<file path="src/rtl/fib_ram_sequencer.sv">
// fib_ram_sequencer: fills a single-port RAM with saturating Fibonacci terms,
// then plays them back to the display one entry per tick.
module fib_ram_sequencer #(
    parameter int AW  = 4,
    parameter int DW  = 11,
    parameter int LEN = 16
) (
    input  logic          clk,
    input  logic          rst_n,
    input  logic          start,
    input  logic          stop,
    input  logic          tick,
    output logic [AW-1:0] ram_addr,
    output logic          ram_we,
    output logic [DW-1:0] ram_din,
    input  logic [DW-1:0] ram_dout,
    output logic [DW-1:0] disp_data,
    output logic          busy,
    output logic          done,
    output logic          ovf,
    output logic [1:0]    state_o
);
    typedef enum logic [1:0] {IDLE = 2'b00, INIT = 2'b01, FILL = 2'b10, PLAY = 2'b11} state_t;
    localparam logic [AW-1:0] LAST = AW'(LEN - 1);
    state_t        state_q, state_d;
    logic [AW-1:0] addr_q, addr_d;
    logic [DW-1:0] a_q, a_d, b_q, b_d, disp_q, disp_d;
    logic          a_sat_q, a_sat_d, b_sat_q, b_sat_d;
    logic          done_q, done_d, ovf_q, ovf_d;
    logic [DW:0]   sum;
    logic          sat;
    always_comb begin
        state_d = state_q;
        addr_d  = addr_q;
        a_d     = a_q;
        b_d     = b_q;
        a_sat_d = a_sat_q;
        b_sat_d = b_sat_q;
        disp_d  = disp_q;
        done_d  = 1'b0;
        ovf_d   = ovf_q;
        sum     = {1'b0, a_q} + {1'b0, b_q};
        sat     = sum[DW] | a_sat_q | b_sat_q;
        case (state_q)
            IDLE: state_d = start ? INIT : IDLE;
            INIT: begin
                a_d     = '0;
                b_d     = DW'(1);
                a_sat_d = 1'b0;
                b_sat_d = 1'b0;
                addr_d  = '0;
                ovf_d   = 1'b0;
                state_d = FILL;
            end
            FILL: begin
                a_d     = b_q;
                a_sat_d = b_sat_q;
                b_d     = sat ? '1 : sum[DW-1:0];
                b_sat_d = sat;
                ovf_d   = ovf_q | a_sat_q;
                addr_d  = (addr_q == LAST) ? '0 : addr_q + AW'(1);
                done_d  = (addr_q == LAST);
                state_d = (addr_q == LAST) ? PLAY : FILL;
            end
            default: begin
                // start wins over stop, stop wins over tick
                if (start) begin
                    state_d = INIT;
                    addr_d  = '0;
                end else if (stop) begin
                    state_d = IDLE;
                end else begin
                    disp_d = ram_dout;
                    addr_d = tick ? ((addr_q == LAST) ? '0 : addr_q + AW'(1)) : addr_q;
                end
            end
        endcase
    end
    always_ff @(posedge clk or negedge rst_n) begin
        if (!rst_n) begin
            state_q <= IDLE;
            addr_q  <= '0;
            a_q     <= '0;
            b_q     <= '0;
            a_sat_q <= 1'b0;
            b_sat_q <= 1'b0;
            disp_q  <= '0;
            done_q  <= 1'b0;
            ovf_q   <= 1'b0;
        end else begin
            state_q <= state_d;
            addr_q  <= addr_d;
            a_q     <= a_d;
            b_q     <= b_d;
            a_sat_q <= a_sat_d;
            b_sat_q <= b_sat_d;
            disp_q  <= disp_d;
            done_q  <= done_d;
            ovf_q   <= ovf_d;
        end
    end
    assign ram_we    = (state_q == FILL);
    assign ram_din   = ram_we ? (a_sat_q ? '1 : a_q) : '0;
    assign ram_addr  = addr_q;
    assign disp_data = disp_q;
    assign busy      = (state_q == INIT) || (state_q == FILL);
    assign done      = done_q;
    assign ovf       = ovf_q;
    assign state_o   = state_q;
endmodule

</file>
<file path="config.mk">
export PLATFORM = sky130hd
export DESIGN_NAME = fib_ram_sequencer
export DESIGN_NICKNAME = d
export VERILOG_FILES = /design/src/rtl/fib_ram_sequencer.sv
export SDC_FILE = /design/constraint.sdc
export NUM_CORES = 1
export LEC_CHECK = 0
export BUFFER_PORTS_ARGS = -buffer_cell sky130_fd_sc_hd__buf_2
export CORE_ASPECT_RATIO = 0.75
export CORE_MARGIN = 2
export CORE_UTILIZATION = 30
export DETAILED_ROUTE_END_ITERATION = 10
export PLACE_DENSITY = 0.49
export RECOVER_POWER = 100
export SYNTH_ARGS = -nofsm -noshare
export SYNTH_HDL_FRONTEND = slang
export SYNTH_SLANG_ARGS = --single-unit
</file>
<file path="constraint.sdc">
create_clock -name clk -period 2.45 [get_ports clk]
set_clock_uncertainty 0.15 [all_clocks]
set_input_delay 0.3675 -clock clk [delete_from_list [all_inputs] [get_ports clk]]
set_output_delay 0.3675 -clock clk [all_outputs]
set_load 0.02 [all_outputs]
</file>
==> results of run 1 <==
-- per-stage QoR --
step	setup WS, ns	cell area, µm²	hold slack, ns
floorplan	0.366	2350	-0.0781
global placement	0.251	2720	0.333
detailed placement	0.250	2720	0.336
CTS	0.231	2800	0.00762
global route	0.0369	2750	0.134
finish	0.147	2750	0.142
-- power by group through the flow --
stage                     combinational [W]  sequential [W]  clock [W]
final                               0.00142         0.00103   0.000452
after global placement              0.00149         0.00104          0
after CTS                           0.00148         0.00103   0.000469
after global routing                0.00158         0.00106   0.000499
after floorplan                    0.000882         0.00118          0
after detailed placement            0.00148         0.00105          0
-- synthesized netlist by cell type --
library cell,instances,share of area (%)
a31o_4,1,0.75
o41ai_1,1,0.37
clkbuf_1,8,1.3
o21ai_2,1,0.37
inv_1,6,0.96
nand4_1,4,1.1
nand2b_1,1,0.27
and2_1,2,0.53
nor3_1,1,0.21
o32a_1,1,0.43
a32oi_1,2,0.75
a2111oi_4,1,1.2
and3_1,2,0.53
mux2_2,11,5.3
xnor2_1,4,1.5
nand3_1,4,0.85
o21ai_0,13,2.8
xor2_1,2,0.75
o21ai_1,1,0.21
a211oi_1,3,0.96
nor3b_1,2,0.64
nor2_1,37,5.9
a22oi_1,2,0.64
o2bb2ai_1,4,1.5
a31oi_1,2,0.53
dfrtp_1,43,46
a22o_1,12,4.5
a21oi_1,15,3.2
ha_1,15,8.0
fa_1,1,0.85
o211ai_1,4,1.3
buf_2,2,0.43
nor4b_1,1,0.37
nand2_1,19,3.0
a21o_1,4,1.3
a21boi_0,1,0.32
nand4b_1,2,0.75
-- how the worst max path moves through the flow --
stage | from | cells past startpoint | endpoint
2_1_floorplan | state_o[0]$_DFFE_PN0P_ | 6 | b_q[0]$_DFFE_PN0N_
3_3_place_gp | state_o[0]$_DFFE_PN0P_ | 7 | b_q[10]$_DFFE_PN0N_
3_5_place_dp | state_o[0]$_DFFE_PN0P_ | 7 | b_q[10]$_DFFE_PN0N_
4_1_cts | state_o[0]$_DFFE_PN0P_ | 7 | b_q[10]$_DFFE_PN0N_
5_1_grt | state_o[0]$_DFFE_PN0P_ | 7 | b_q[10]$_DFFE_PN0N_
6_report | a_q[1]$_DFFE_PN0N_ | 5 | b_q[0]$_DFFE_PN0N_
-- worst max-delay path: stages (launching register included) --
cell and delay (ns):
dfrtp_1 0.44, ha_1 0.33, a211oi_1 0.41, o211ai_1 0.21
a31o_1 0.35, o32a_1 0.31
-- per-layer routing --
metal  GRT usage (%)  routed length (µm)  part of all wire [%]
met3            3.17                 333                   6.1
met4            5.39                  71                   1.3
met5               0                   0                     0
met2            20.1                2190                    40
met1            19.1                2890                    53
-- state kept, by name, indices dropped and copies added (netlist names) --
signal,count
a_q,11
a_sat_q,1
b_q,11
b_sat_q,1
disp_data,11
done,1
ovf,1
ram_addr,4
state_o,2
-- final cells by class --
class | count | area share [%]
Clock inverter | 2 | 0.455
Tap cell | 101 | 4.59
Multi-Input combinational cell | 176 | 43.6
Clock buffer | 6 | 2.64
Sequential cell | 43 | 39.1
Inverter | 6 | 0.818
Timing Repair Buffer | 53 | 8.77
-- layout by cell type (no fill, tap or decap), types with 3 or more instances in the layout --
cell type	n
o2bb2ai_1	4
nor2_1	37
a211oi_1	3
clkbuf_2	10
a21o_1	4
dfrtp_1	43
clkbuf_1	26
nand3_1	4
nand4_1	4
nand2_1	19
a22o_1	12
mux2_2	11
buf_2	15
buf_4	3
xnor2_1	4
o211ai_1	4
ha_1	15
a21oi_1	15
o21ai_0	14
inv_1	6
clkbuf_8	5
-- kinds of logic after synthesis --
kind of cell / count (synthesis)
and+or+nand+nor: 75
AOI/OAI and AO/OA: 68
DFF: 43
buffers and inverters: 16
adders and majority gates: 16
muxes: 11
xor gates and xnor gates: 6
==> impl_metrics.csv, run 1 <==
group,metric,value,unit
outcome,status,"complete, no violations",
flow_run,cap_viol_max_count,0,
floorplan,io_pins,48,
floorplan,dieArea,0.00856,mm²
power,power_report.internal_total,0.00157,W
routing,first_iter_violations,78,
power,power_leakage,1.27,nW
layout,area_growth,17.2,%
layout,nets,317,
routing,ant_nets,0,
logic_synthesis,synth_nets,267,
logic_synthesis,ys_ff_latch,43,
timing,finalHoldViolCount,0,
power,p_per_area,1050,mW/mm²
routing,wl_per_cell,14.2,µm
power,p_sw_share,45.9,%
timing,fmax,434,MHz
logic_synthesis,synthXorXnorAreaFrac,2.24,%
clock_tree,clkSlewWorstSetupHoldPaths,0.08,ns
clock_tree,ctsHoldBuffers,0,
logic_synthesis,synth_top_family_by_area,"compound AO/OA/AOI/OAI gates",
power,p_clk_share,15.6,%
worst_setup_path,r2r_end,"b_q[0]$_DFFE_PN0N_",
routing,post-route-drc-count,0,
logic_synthesis,synth-simple-area-share,14.2,%
worst_hold_path,hp-start,"ram_dout[2]",
global_routing,overflow,0,
timing,setup_violations,0,
clock_tree,clk_latency,0.30,ns
power,switchingPower,0.00133,W
clock_tree,cts.repair.resized,0,
logic_synthesis,netlist_area,0.00235,mm²
routing,wl,5.48,mm
timing,period_minus_slack,2.30,ns
worst_setup_path,r2r-start,"a_q[1]$_DFFE_PN0N_",
clock_tree,post_cts_buffers,0,
power,seqPwrFrac,35.6,%
logic_synthesis,avgSynthCellArea,9.99,µm²
timing,rsz0062_at_grt,"false",
layout,antenna_cells,0,
worst_setup_path,cp_max_fo,8,
clock_tree,cts_root_buf,"clkbuf_8",
worst_hold_path,holdPathStages,2,
layout,post_layout_nonfiller_instances,387,
global_routing,grt_pass1_wl,9.08,mm
worst_setup_path,cp-end-kind,"flop",
logic_synthesis,synth_fa_ha_area_share,8.84,%
floorplan,dieHeight,80.6,µm
global_routing,grt.total_usage,13.6,%
clock_tree,cts_tree,"done",
worst_setup_path,startpoint_type,"flop",
power,ir_drop,0.000449,V
floorplan,core,0.00747,mm²
global_routing,grt_max_degree,44,
global_routing,antenna_found_initial,0,
worst_setup_path,r2r_cells,5,
timing,max_slew_margin,27.8,%
placement,dpl.cell_count,379,
floorplan,fp-row-count,27,
clock_tree,cts_buffers,5,
worst_setup_path,worst-endpoint-arrival,2.34,ns
clock_tree,cts_sinks,43,
timing,finalSetupTns,0,ns
logic_synthesis,synth_cell_types,37,
layout,fill_cells,772,
placement,place.gp.congestion,0.824,
timing,final.period_utilization,94.0,%
routing,vias_per_cell,4.94,
worst_setup_path,reg2reg_slack,0.15,ns
layout,drive_above_1_share,16.8,%
logic_synthesis,synth_compound_area_share,21.0,%
logic_synthesis,ys_seq_area_share,45.8,%
layout,multi_input_area,0.00120,mm²
logic_synthesis,syn_inst,235,
timing,worstMarginPinSlew,1.08,ns
logic_synthesis,synthMuxAreaShare,5.27,%
layout,regArea,0.00108,mm²
global_routing,grt_pass1_vias,1863,
worst_setup_path,required,2.49,ns
floorplan,start_util,31.5,%
placement,port_buffers,47,
routing,vias,1911,
logic_synthesis,yosys_warnings,0,
power,finalPower,0.00290,W
worst_hold_path,hold_class,"in -> reg",
power,combPwrFrac,48.8,%
clock_tree,cts_buffer_depth,2,
timing,finalMaxSlewViolations,0,
floorplan,die_x,106,µm
layout,final_core_util,36.9,%
worst_setup_path,path_class,"reg -> reg",
placement,dp_hpwl,3.85,mm
routing,drt_pass1_iterations,4,
clock_tree,cts_htree_levels,2,
worst_hold_path,min_to,"disp_data[2]$_DFFE_PN0P_",
Power figures use the tool's default switching activity.
==> run 2, diff against run 1 <==
--- a/config.mk
+++ b/config.mk
@@ -5,6 +5,7 @@
 export SDC_FILE = /design/constraint.sdc
 export NUM_CORES = 1
 export LEC_CHECK = 0
+export ABC_AREA = 1
 export BUFFER_PORTS_ARGS = -buffer_cell sky130_fd_sc_hd__buf_2
 export CORE_ASPECT_RATIO = 0.75
 export CORE_MARGIN = 2
==> impl_metrics.csv, run 2 <==
group,metric,value,unit
placement,dp_hpwl,4.39,mm
timing,period_minus_slack,2.25,ns
clock_tree,cts_htree_levels,2,
worst_setup_path,worst-endpoint-arrival,1.73,ns
routing,wl,6.05,mm
layout,mostFrequentLayoutCell,"nand2_1",
clock_tree,post_cts_buffers,0,
logic_synthesis,avgSynthCellArea,8.02,µm²
logic_synthesis,yosys_warnings,0,
power,power_leakage,1.52,nW
logic_synthesis,synthTopCellsByCount,"89 x nand2_1, 48 x inv_1, 43 x dfrtp_1",
logic_synthesis,synth_edf_count,0,
logic_synthesis,syn_inst,312,
placement,place_ws,0.323,ns
floorplan,dieArea,0.00909,mm²
global_routing,overflow,0,
clock_tree,cts_tree,"done",
clock_tree,cts_buffer_depth,2,
timing,rsz0062_at_grt,"false",
clock_tree,cts.repair.resized,0,
global_routing,grt_pass1_wl,10.2,mm
logic_synthesis,ys_seq_area_share,43.0,%
floorplan,dieHeight,83.1,µm
global_routing,grt.total_usage,14.4,%
power,ir_drop,0.000891,V
logic_synthesis,yosys.area.top_type,"dfrtp_1",
timing,setup_violations,0,
floorplan,core,0.00799,mm²
worst_setup_path,cp_max_fo,12,
layout,final_cell_mix,"90 x nand2_1, 48 x inv_1, 43 x dfrtp_1",
timing,final.period_utilization,91.7,%
clock_tree,clkSlewWorstSetupHoldPaths,0.09,ns
routing,drt_pass1_iterations,4,
layout,antenna_cells,0,
worst_setup_path,path_class,"reg -> out",
timing,whs,0.144,ns
layout,area_growth,17.0,%
logic_synthesis,synth_nets,344,
worst_setup_path,required,1.93,ns
layout,stdcell_area,0.00293,mm²
logic_synthesis,ys_ff_latch,43,
worst_setup_path,startpoint_type,"flop",
timing,worstMarginPinSlew,1.11,ns
global_routing,antenna_found_initial,0,
logic_synthesis,synth_top_area_share,43.0,%
timing,finalMaxSlewViolations,0,
logic_synthesis,netlist_area,0.00250,mm²
floorplan,die_x,109,µm
logic_synthesis,synthFlopType,"dfrtp_1",
layout,drive_above_1_share,14.4,%
placement,port_buffers,47,
timing,setup_ws,0.204,ns
routing,vias,2102,
flow_run,cap_viol_max_count,0,
floorplan,fp-row-count,28,
routing,wl_per_cell,12.9,µm
worst_hold_path,hold_class,"in -> reg",
outcome,status,"complete, no violations",
global_routing,grt_pass1_vias,2079,
power,p_per_area,972,mW/mm²
clock_tree,clk_latency,0.30,ns
timing,finalHoldViolCount,0,
timing,fmax,445,MHz
clock_tree,cts_sinks,43,
routing,post-route-drc-count,0,
clock_tree,ctsHoldBuffers,0,
clock_tree,cts_buffers,5,
global_routing,grt_max_degree,44,
floorplan,start_util,31.3,%
routing,first_iter_violations,94,
power,finalPower,0.00285,W
floorplan,io_pins,48,
placement,place.gp.congestion,0.790,
logic_synthesis,synth_cell_types,29,
layout,nets,393,
placement,place_area,0.00285,mm²
logic_synthesis,yosysMostFrequentCell,"nand2_1",
routing,vias_per_cell,4.50,
timing,finalSetupTns,0,ns
layout,fill_cells,867,
routing,ant_nets,0,
worst_setup_path,cp-end-kind,"primary output",
logic_synthesis,ys_top_cells_by_area,"dfrtp_1 43%, nand2_1 13%, ha_1 7.5%, inv_1 7.2%, mux2_2 5.0%",
logic_synthesis,async_flop_share,100,%
timing,max_slew_margin,25.7,%
clock_tree,cts_root_buf,"clkbuf_8",
==> run 2: final timing paths <==
kind	slack [ns]	startpoint	endpoint	depth (start not counted)
setup / recovery	0.20	state_o[0]$_DFFE_PN0P_	ram_din[1]	5
hold / removal	0.14	ram_dout[10]	disp_data[10]$_DFFE_PN0P_	2
setup reg to reg	0.28	b_q[2]$_DFFE_PN0N_	b_q[2]$_DFFE_PN0N_	8
hold reg to reg	0.36	disp_data[0]$_DFFE_PN0P_	disp_data[0]$_DFFE_PN0P_	1
max in group asynchronous	1.27	rst_n	b_q[10]$_DFFE_PN0N_	2
min in group asynchronous	0.21	rst_n	a_q[6]$_DFFE_PN0N_	2
==> run 2: layout make-up <==
| cell class | instances | area, µm² | share of cell area [%] |
|---|---|---|---|
| clock buffer | 5 | 68.8 | 2.35 |
| clock inverter | 3 | 67.6 | 2.31 |
| inverter | 50 | 188 | 6.41 |
| multi-input combinational | 210 | 1170 | 39.8 |
| sequential | 43 | 1080 | 36.8 |
| tap | 105 | 131 | 4.49 |
| timing repair buffer | 51 | 229 | 7.82 |
==> run 2: per-layer routing <==
metal / vias to the layer above / wire (µm) / part of all wire (%) / global-route usage, %
li1: 1090 / - / - / -
met1: 962 / 3380 / 56 / 22.4
met2: 42 / 2300 / 38 / 20.0
met3: 8 / 288 / 4.8 / 2.90
met4: 0 / 77 / 1.3 / 3.45
met5: - / 0 / 0 / 0
==> run 2: power breakdown <==
part	total, W	internal (W)	switching [W]
registers	0.000958	0.000864	0.0000935
clock network	0.000678	0.000407	0.000271
logic	0.00121	0.000343	0.000866
total	0.00285	0.00161	0.00123
==> run 2: worst max-delay path: stages (launching register included) <==
cell	delay, ns
dfrtp_1	0.41
inv_1	0.12
ha_1	0.20
inv_1	0.24
a21oi_1	0.21
clkbuf_1	0.24
==> run 2: cell families (layout without fill, tap and decap cells) <==
group	after synthesis	count (layout)	share of synthesized area, %
XOR/XNOR	3	3	1.05
AND/OR/NAND/NOR	134	134	23.0
flip-flops	43	43	43.0
buffers and inverters	59	109	9.35
AO/OA/AOI/OAI	46	46	10.3
adder cells (fa/ha/maj)	16	16	8.30
multiplexers	11	11	4.95
==> run 2: stage by stage <==
stage | cells | utilization (%)
4_1_cts | 467 | 37.4
2_1_floorplan | 312 | -
3_3_place_gp | 459 | 35.7
6_report | 467 | 36.6
5_1_grt | 467 | 36.6
3_5_place_dp | 459 | 35.7
